$ cat src/rtl/addrc_issuer.sv
// addrc_issuer: issues ROUNDS start/ready handshakes to the add-round-constant
// controller per go request. It steps a round index for the datapath and
// reports busy and a one-cycle done pulse to the encoder sequencer.
module addrc_issuer #(
    parameter int ROUNDS = 24,
    parameter int RW     = 5
) (
    input  logic          clk,
    input  logic          rst,
    input  logic          go,
    input  logic          abort,
    input  logic          ready,
    output logic          start,
    output logic [RW-1:0] round,
    output logic          round_last,
    output logic          busy,
    output logic          done
);

    typedef enum logic [2:0] {
        IDLE      = 3'd0,
        ISSUE     = 3'd1,
        WAIT_LOW  = 3'd2,
        WAIT_HIGH = 3'd3,
        FINISH    = 3'd4
    } state_t;

    localparam logic [RW-1:0] LAST = RW'(ROUNDS - 1);

    state_t        state, nxt_state;
    logic [RW-1:0] nxt_round;

    // Next-state and next-round decode; abort overrides every busy-state move
    always_comb begin
        nxt_state = state;
        nxt_round = round;
        case (state)
            IDLE: begin
                if (go) begin
                    nxt_state = ISSUE;
                    nxt_round = '0;
                end
            end
            ISSUE: begin
                // Handshake accepted when the controller is ready while start is up
                if (ready) nxt_state = WAIT_LOW;
            end
            WAIT_LOW: begin
                if (!ready) nxt_state = WAIT_HIGH;
            end
            WAIT_HIGH: begin
                if (ready) begin
                    if (round == LAST) begin
                        nxt_state = FINISH;
                    end else begin
                        nxt_state = ISSUE;
                        nxt_round = round + RW'(1);
                    end
                end
            end
            FINISH: begin
                nxt_state = IDLE;
            end
            default: begin
                // Unused encodings fall back to a clean idle
                nxt_state = IDLE;
                nxt_round = '0;
            end
        endcase
        if (abort && state != IDLE) begin
            nxt_state = IDLE;
            nxt_round = '0;
        end
    end

    // State, round index and Moore outputs, all registered from the next state
    always_ff @(posedge clk) begin
        if (rst) begin
            state      <= IDLE;
            round      <= '0;
            start      <= 1'b0;
            busy       <= 1'b0;
            done       <= 1'b0;
            round_last <= 1'b0;
        end else begin
            state      <= nxt_state;
            round      <= nxt_round;
            start      <= (nxt_state == ISSUE);
            busy       <= (nxt_state != IDLE);
            done       <= (nxt_state == FINISH);
            round_last <= (nxt_state != IDLE) && (nxt_round == LAST);
        end
    end

endmodule

$ cat config.mk
export PLATFORM = sky130hd
export DESIGN_NAME = addrc_issuer
export DESIGN_NICKNAME = d
export VERILOG_FILES = /design/src/rtl/addrc_issuer.sv
export SDC_FILE = /design/constraint.sdc
export NUM_CORES = 1
export LEC_CHECK = 0
export CAP_MARGIN = 20
export CORE_MARGIN = 1.5
export CORE_UTILIZATION = 51
export CTS_BUF_LIST = sky130_fd_sc_hd__clkbuf_4
export CTS_CLUSTER_SIZE = 24
export DETAILED_ROUTE_END_ITERATION = 8
export GPL_TIMING_DRIVEN = 0
export PLACE_DENSITY = 0.79
export SKIP_LAST_GASP = 1
export SLEW_MARGIN = 20
export SYNTH_ARGS = -nofsm -noshare
export SYNTH_HDL_FRONTEND = slang
export SYNTH_SLANG_ARGS = --single-unit
$ cat constraint.sdc
create_clock -name clk -period 2.1 [get_ports clk]
set_clock_uncertainty 0.05 [all_clocks]
set_input_delay 0.21 -clock clk [delete_from_list [all_inputs] [get_ports clk]]
set_output_delay 0.21 -clock clk [all_outputs]
set_load 0.02 [all_outputs]
==> results of run 1 <==
-- critical path, delay by kind of cell, from the launching register on --
kind            cells  cell delay, ps
fa+ha+maj           1             270
simple gates        3             500
flops               1             460
compound gates      2             510
-- Yosys cell counts, types with 2 or more instances --
| library cell | n | area share, % |
|---|---|---|
| a31oi_1 | 2 | 1.9 |
| xnor2_1 | 2 | 2.6 |
| nand3_1 | 2 | 1.5 |
| a21oi_1 | 2 | 1.5 |
| o21ai_1 | 2 | 1.5 |
| nor2_1 | 13 | 7.4 |
| nand2_1 | 6 | 3.4 |
| nand3b_1 | 3 | 3.4 |
| nand4_1 | 3 | 2.8 |
| buf_2 | 3 | 2.3 |
| dfxtp_1 | 12 | 36 |
| inv_1 | 6 | 3.4 |
-- cell families after synthesis --
logic type,count (synthesis)
buffers and inverters,9
AND/OR/NAND/NOR,38
flip-flops,12
multiplexers,1
adder cells (fa/ha/maj),1
XOR/XNOR,3
AO/OA/AOI/OAI,16
-- worst min path at each step --
stage / start / to / slack, ps / cells past startpoint
final: ready / done / 280 / 3
after global routing: ready / done / 290 / 3
after CTS: ready / done / 280 / 3
after detailed placement: round[1] / round[1] / 540 / 2
after global placement: round[1] / round[1] / 540 / 2
after floorplan: rst / round[4] / 230 / 1
-- power groups by stage --
stage / clock network [mW] / logic [mW] / registers, mW
after floorplan: 0 / 0.0402 / 0.247
after global placement: 0 / 0.0691 / 0.242
after detailed placement: 0 / 0.0707 / 0.242
after CTS: 0.154 / 0.0711 / 0.237
after global routing: 0.163 / 0.0782 / 0.237
final: 0.152 / 0.0708 / 0.237
-- per-stage QoR --
stage / utilization (%) / worst slack [ps]
floorplan: - / 315
CTS: 71.5 / 218
global placement: 69.3 / 134
finish: 71.5 / 200
global route: 71.5 / 9.79
detailed placement: 69.3 / 103
-- cell type report --
cell class                      instances  share of cell area, %
Tap cell                               14                   2.12
Timing Repair Buffer                   12                   14.5
Buffer                                  3                   1.82
Inverter                                6                   2.72
Sequential cell                        12                   29.0
Clock buffer                            3                   2.72
Clock inverter                          1                  0.454
Multi-Input combinational cell         59                   46.6
-- registers in the layout, summed over array words and instances, names as in the netlist --
name,count
busy,1
done,1
round,5
round_last,1
start,1
state,3
-- layer usage --
layer	up-vias	global-route usage [%]	wire length, um
li1	317	-	-
met5	-	0	0
met3	5	5.20	63
met4	0	12.9	26
met1	293	31.7	743
met2	14	37.5	669
==> impl_metrics.json, run 1 <==
{
  "dpl.hpwl_mm": 1.12,
  "routedWlPerCell_um": 13.7,
  "fmax_ghz": 0.526,
  "p_clk_share_pct": 33.0,
  "ant_nets": 0,
  "ioPinCount": 14,
  "ys_warn_count": 0,
  "power_switching_share_pct": 27.1,
  "postCtsSetupRepairBufs": 0,
  "min_period_ps": 1900,
  "synthesis.area_um2": 663,
  "fp-row-count": 12,
  "maxCapViolations": 0,
  "clock_latency_ps": 280,
  "synthSimpleGateAreaFrac_pct": 32.5,
  "max_slew_margin_pct": 81.2,
  "final_nets": 103,
  "cts_buffers": 3,
  "via_per_inst": 5.72,
  "finalSetupTns_ps": 0,
  "synth_ff_type": "dfxtp_1",
  "final_cell_count_no_fill": 110,
  "slew_viol_final": 0,
  "cts_root_buffer": "clkbuf_4",
  "final_cell_area_um2": 827,
  "finalCritPeriodShare_pct": 90.5,
  "multi_input_area_um2": 385,
  "synthXorXnorAreaFrac_pct": 3.96,
  "die_y_um": 39.1,
  "crit_chain": "ha_1, nand4b_1, o21ba_1, o211ai_1, nand3_1, nor4b_2",
  "synth_compound_area_share_pct": 18.3,
  "synth_top_family_by_area": "simple AND/OR/NAND/NOR gates",
  "routed_wl_mm": 1.50,
  "final_cell_mix": "nor2_1, dfxtp_1, clkdlybuf4s50_1",
  "p_int_uw": 335,
  "cts_sinks": 12,
  "p_leak_nw": 0.343,
  "whs_ps": 280,
  "drive_above_1_share_pct": 9.38,
  "required_ps": 2220,
  "vias": 629,
  "drt-initial-drc-count": 15,
  "synth.distinct_cells": 36,
  "portBuffers": 12,
  "clk_pin_slew_ps": 80,
  "synth_enable_flop_cells": 0,
  "cts_max_path_buffers": 2,
  "reg2reg_from": "round[0]",
  "antenna_found_initial": 0,
  "die_w_um": 39.1,
  "endpoint": "round_last",
  "reg2reg_to": "round_last",
  "globalplace.congestion": 0.786,
  "ff_latch_area_um2": 240,
  "worstSetupPathType": "flip-flop to flip-flop",
  "firstDrtPassIters": 4,
  "rr_worst_depth": 6,
  "core-area_um2": 1160,
  "mostFrequentLayoutCell": "nor2_1",
  "reg2reg_slack_ps": 200,
  "tightest_slew_ps": 281,
  "gr-total-overflow": 0,
  "power.total_uw": 459,
  "synthesis.nets": 86,
  "ys_seq_elements": 12,
  "start_util_pct": 57.4,
  "cp.arrival_ps": 2020,
  "async_reset_ff_share_pct": 0,
  "cpPeakStageDelay_ps": 460,
  "h-tree-depth": 1,
  "hold_viol_final": 0,
  "synth-adder-area-share_pct": 1.89,
  "fillerInstances": 102,
  "crit_path_end_kind": "flip-flop",
  "grt_setup_unrepaired": "no",
  "synthCells": 80,
  "dp.cells": 106,
  "cts_tree": "yes",
  "grt_max_degree": 11,
  "die_area_um2": 1530,
  "grt_pass1_vias": 560,
  "area_growth_syn_to_layout_pct": 24.7,
  "path_max_fanout": 6,
  "cp-startpoint": "round[0]",
  "ir_drop_mv": 0.389,
  "power_density_nw_per_um2": 555,
  "outcome": "complete, no violations",
  "pwr-share-comb_pct": 15.4,
  "slowest_stage": "dfxtp_1",
  "setup_viol": 0,
  "globalRouteTotalUtil_pct": 24.5,
  "antenna_cells": 0,
  "p_seq_share_pct": 51.6,
  "dpl_cell_area_um2": 801,
  "grt_pass1_wl_mm": 2.50,
  "cts.repair.resized": 0,
  "synth.area.mux_share_pct": 1.51,
  "p_sw_uw": 124,
  "cp-start-kind": "flip-flop",
  "drc": 0,
  "avgSynthCellArea_um2": 8.29,
  "cts-hold-fix-buffers": 0,
  "hp-class": "primary input to flip-flop",
  "ys_seq_area_share_pct": 36.2
}
Note: power is estimated with default switching activity, not from simulation.
==> inputs of run 2 (changes only) <==
RECOVER_POWER = 100   (was not set)
==> run 2 against run 1 <==
Against the previous run:
- wire length increased by 3.3%
- cell count stayed put
- critical path depth decreased by 1
- flip-flop and latch count did not move
- first-iteration DRC count up 60%
- clock power about the same
- die area is the same
- hold slack worse by 2.3 ps
- setup slack improved by 6.5 ps
- final area shrank 1.5%
- non-clock buffer count stayed put
- via count rose by 3.7%
- largest cell class unchanged
==> impl_metrics.json, run 2 (synthesis results as in run 1) <==
{
  "routed_wl_mm": 1.55,
  "core-area_um2": 1160,
  "fmax_ghz": 0.528,
  "ir_drop_mv": 0.392,
  "reg2reg_from": "state[2]",
  "start_util_pct": 57.4,
  "ant_nets": 0,
  "drt-initial-drc-count": 24,
  "final_util_pct": 70.5,
  "max_slew_margin_pct": 71.7,
  "final_nets": 103,
  "dpl_cell_area_um2": 801,
  "portBuffers": 12,
  "cts_root_buffer": "clkbuf_4",
  "grt_pass1_wl_mm": 2.50,
  "path_max_fanout": 7,
  "cts.repair.resized": 0,
  "timing.final.ws_setup_ps": 206,
  "globalplace.congestion": 0.786,
  "cts_sinks": 12,
  "largest_register_ffs": 5,
  "ioPinCount": 14,
  "die_area_um2": 1530,
  "tightest_slew_ps": 425,
  "grt_pass1_vias": 560,
  "final_cell_mix": "nor2_1, dfxtp_1, dlygate4sd3_1",
  "hp-start": "ready",
  "dp.cells": 106,
  "cp.arrival_ps": 2040,
  "required_ps": 2240,
  "final_cell_area_um2": 815,
  "die_w_um": 39.1,
  "reg2reg_to": "round_last",
  "setup_viol": 0,
  "mostFrequentLayoutCell": "nor2_1",
  "power_density_nw_per_um2": 563,
  "antenna_found_initial": 0,
  "slew_viol_final": 0,
  "cts_buffers": 3,
  "cp-startpoint": "state[2]",
  "area_growth_syn_to_layout_pct": 22.8,
  "maxCapViolations": 0,
  "clk_pin_slew_ps": 80,
  "drive_above_1_share_pct": 6.25,
  "outcome": "complete, no violations",
  "crit_path_end_kind": "flip-flop",
  "cts-hold-fix-buffers": 0,
  "cp-start-kind": "flip-flop",
  "dpl.hpwl_mm": 1.12,
  "worstSetupPathType": "flip-flop to flip-flop",
  "min_period_ps": 1890,
  "h-tree-depth": 1,
  "rr_worst_depth": 5,
  "gr-total-overflow": 0,
  "final_cell_count_no_fill": 110,
  "routedWlPerCell_um": 14.1,
  "die_y_um": 39.1,
  "finalCritPeriodShare_pct": 90.2,
  "reg2reg_slack_ps": 210,
  "via_per_inst": 5.93,
  "fp-row-count": 12,
  "p_leak_nw": 0.364,
  "grt_max_degree": 11,
  "min_to": "done",
  "vias": 652,
  "hold_viol_final": 0,
  "drc": 0,
  "cts_tree": "yes",
  "firstDrtPassIters": 4,
  "top_regs": "round: 5 flops, state: 3 flops",
  "globalRouteTotalUtil_pct": 24.5,
  "whs_path_depth": 3,
  "clock_latency_ps": 280,
  "postCtsSetupRepairBufs": 0,
  "regMostFlops": "round",
  "grt_setup_unrepaired": "no",
  "pre_cts_slack_ps": 103,
  "antenna_cells": 0,
  "cts_max_path_buffers": 2,
  "finalSetupTns_ps": 0,
  "hp-class": "primary input to flip-flop"
}
==> run 2: area by class of cell <==
type                    count  area (um^2)
multi-input cells          59          374
fillers                   104          342
flip-flops and latches     12          240
repair buffers             12          120
clock buffers               3         22.5
inverters                   6         22.5
well taps                  14         17.5
plain buffers               3         13.8
clock inverters             1         3.75
==> run 2: stage by stage <==
stage,hold slack [ps],power [mW]
2_1_floorplan,232,0.288
5_1_grt,294,0.474
6_report,278,0.458
3_5_place_dp,537,0.313
3_3_place_gp,535,0.311
4_1_cts,276,0.462
==> run 2: critical path, cell delays in order, from the launching register on <==
cell       delay, ps
dfxtp_1          380
or4b_1           540
nand3_1          240
a2bb2oi_1        230
nand3_1          140
nor4b_2          230
==> run 2: power breakdown <==
part	switching, mW	internal, mW	leakage (nW)	total (mW)
combinational	0.0390	0.0282	0.251	0.0672
clock	0.0857	0.0690	0.0154	0.155
sequential	0.00242	0.234	0.0974	0.237
==> run 2: routing by layer <==
| metal | vias to the layer above | track usage (%) | wire length (um) |
|---|---|---|---|
| li1 | 319 | - | - |
| met1 | 306 | 31.7 | 746 |
| met2 | 22 | 37.5 | 700 |
| met3 | 5 | 5.20 | 76 |
| met4 | 0 | 12.9 | 27 |
| met5 | - | 0 | 0 |
==> run 2: how the worst max path moves through the flow <==
| stage | slack [ps] | depth (start not counted) | endpoint |
|---|---|---|---|
| 5_1_grt | 20 | 6 | round_last |
| 6_report | 210 | 5 | round_last |
| 3_5_place_dp | 100 | 6 | round_last |
| 2_1_floorplan | 310 | 6 | round_last |
| 3_3_place_gp | 130 | 6 | round_last |
| 4_1_cts | 220 | 6 | round_last |
==> inputs of run 3 (changes only) <==
SLEW_MARGIN = not set   (was 20)
==> results of run 3 <==
The final DEF is identical to that of run 2; final timing and power are the same.
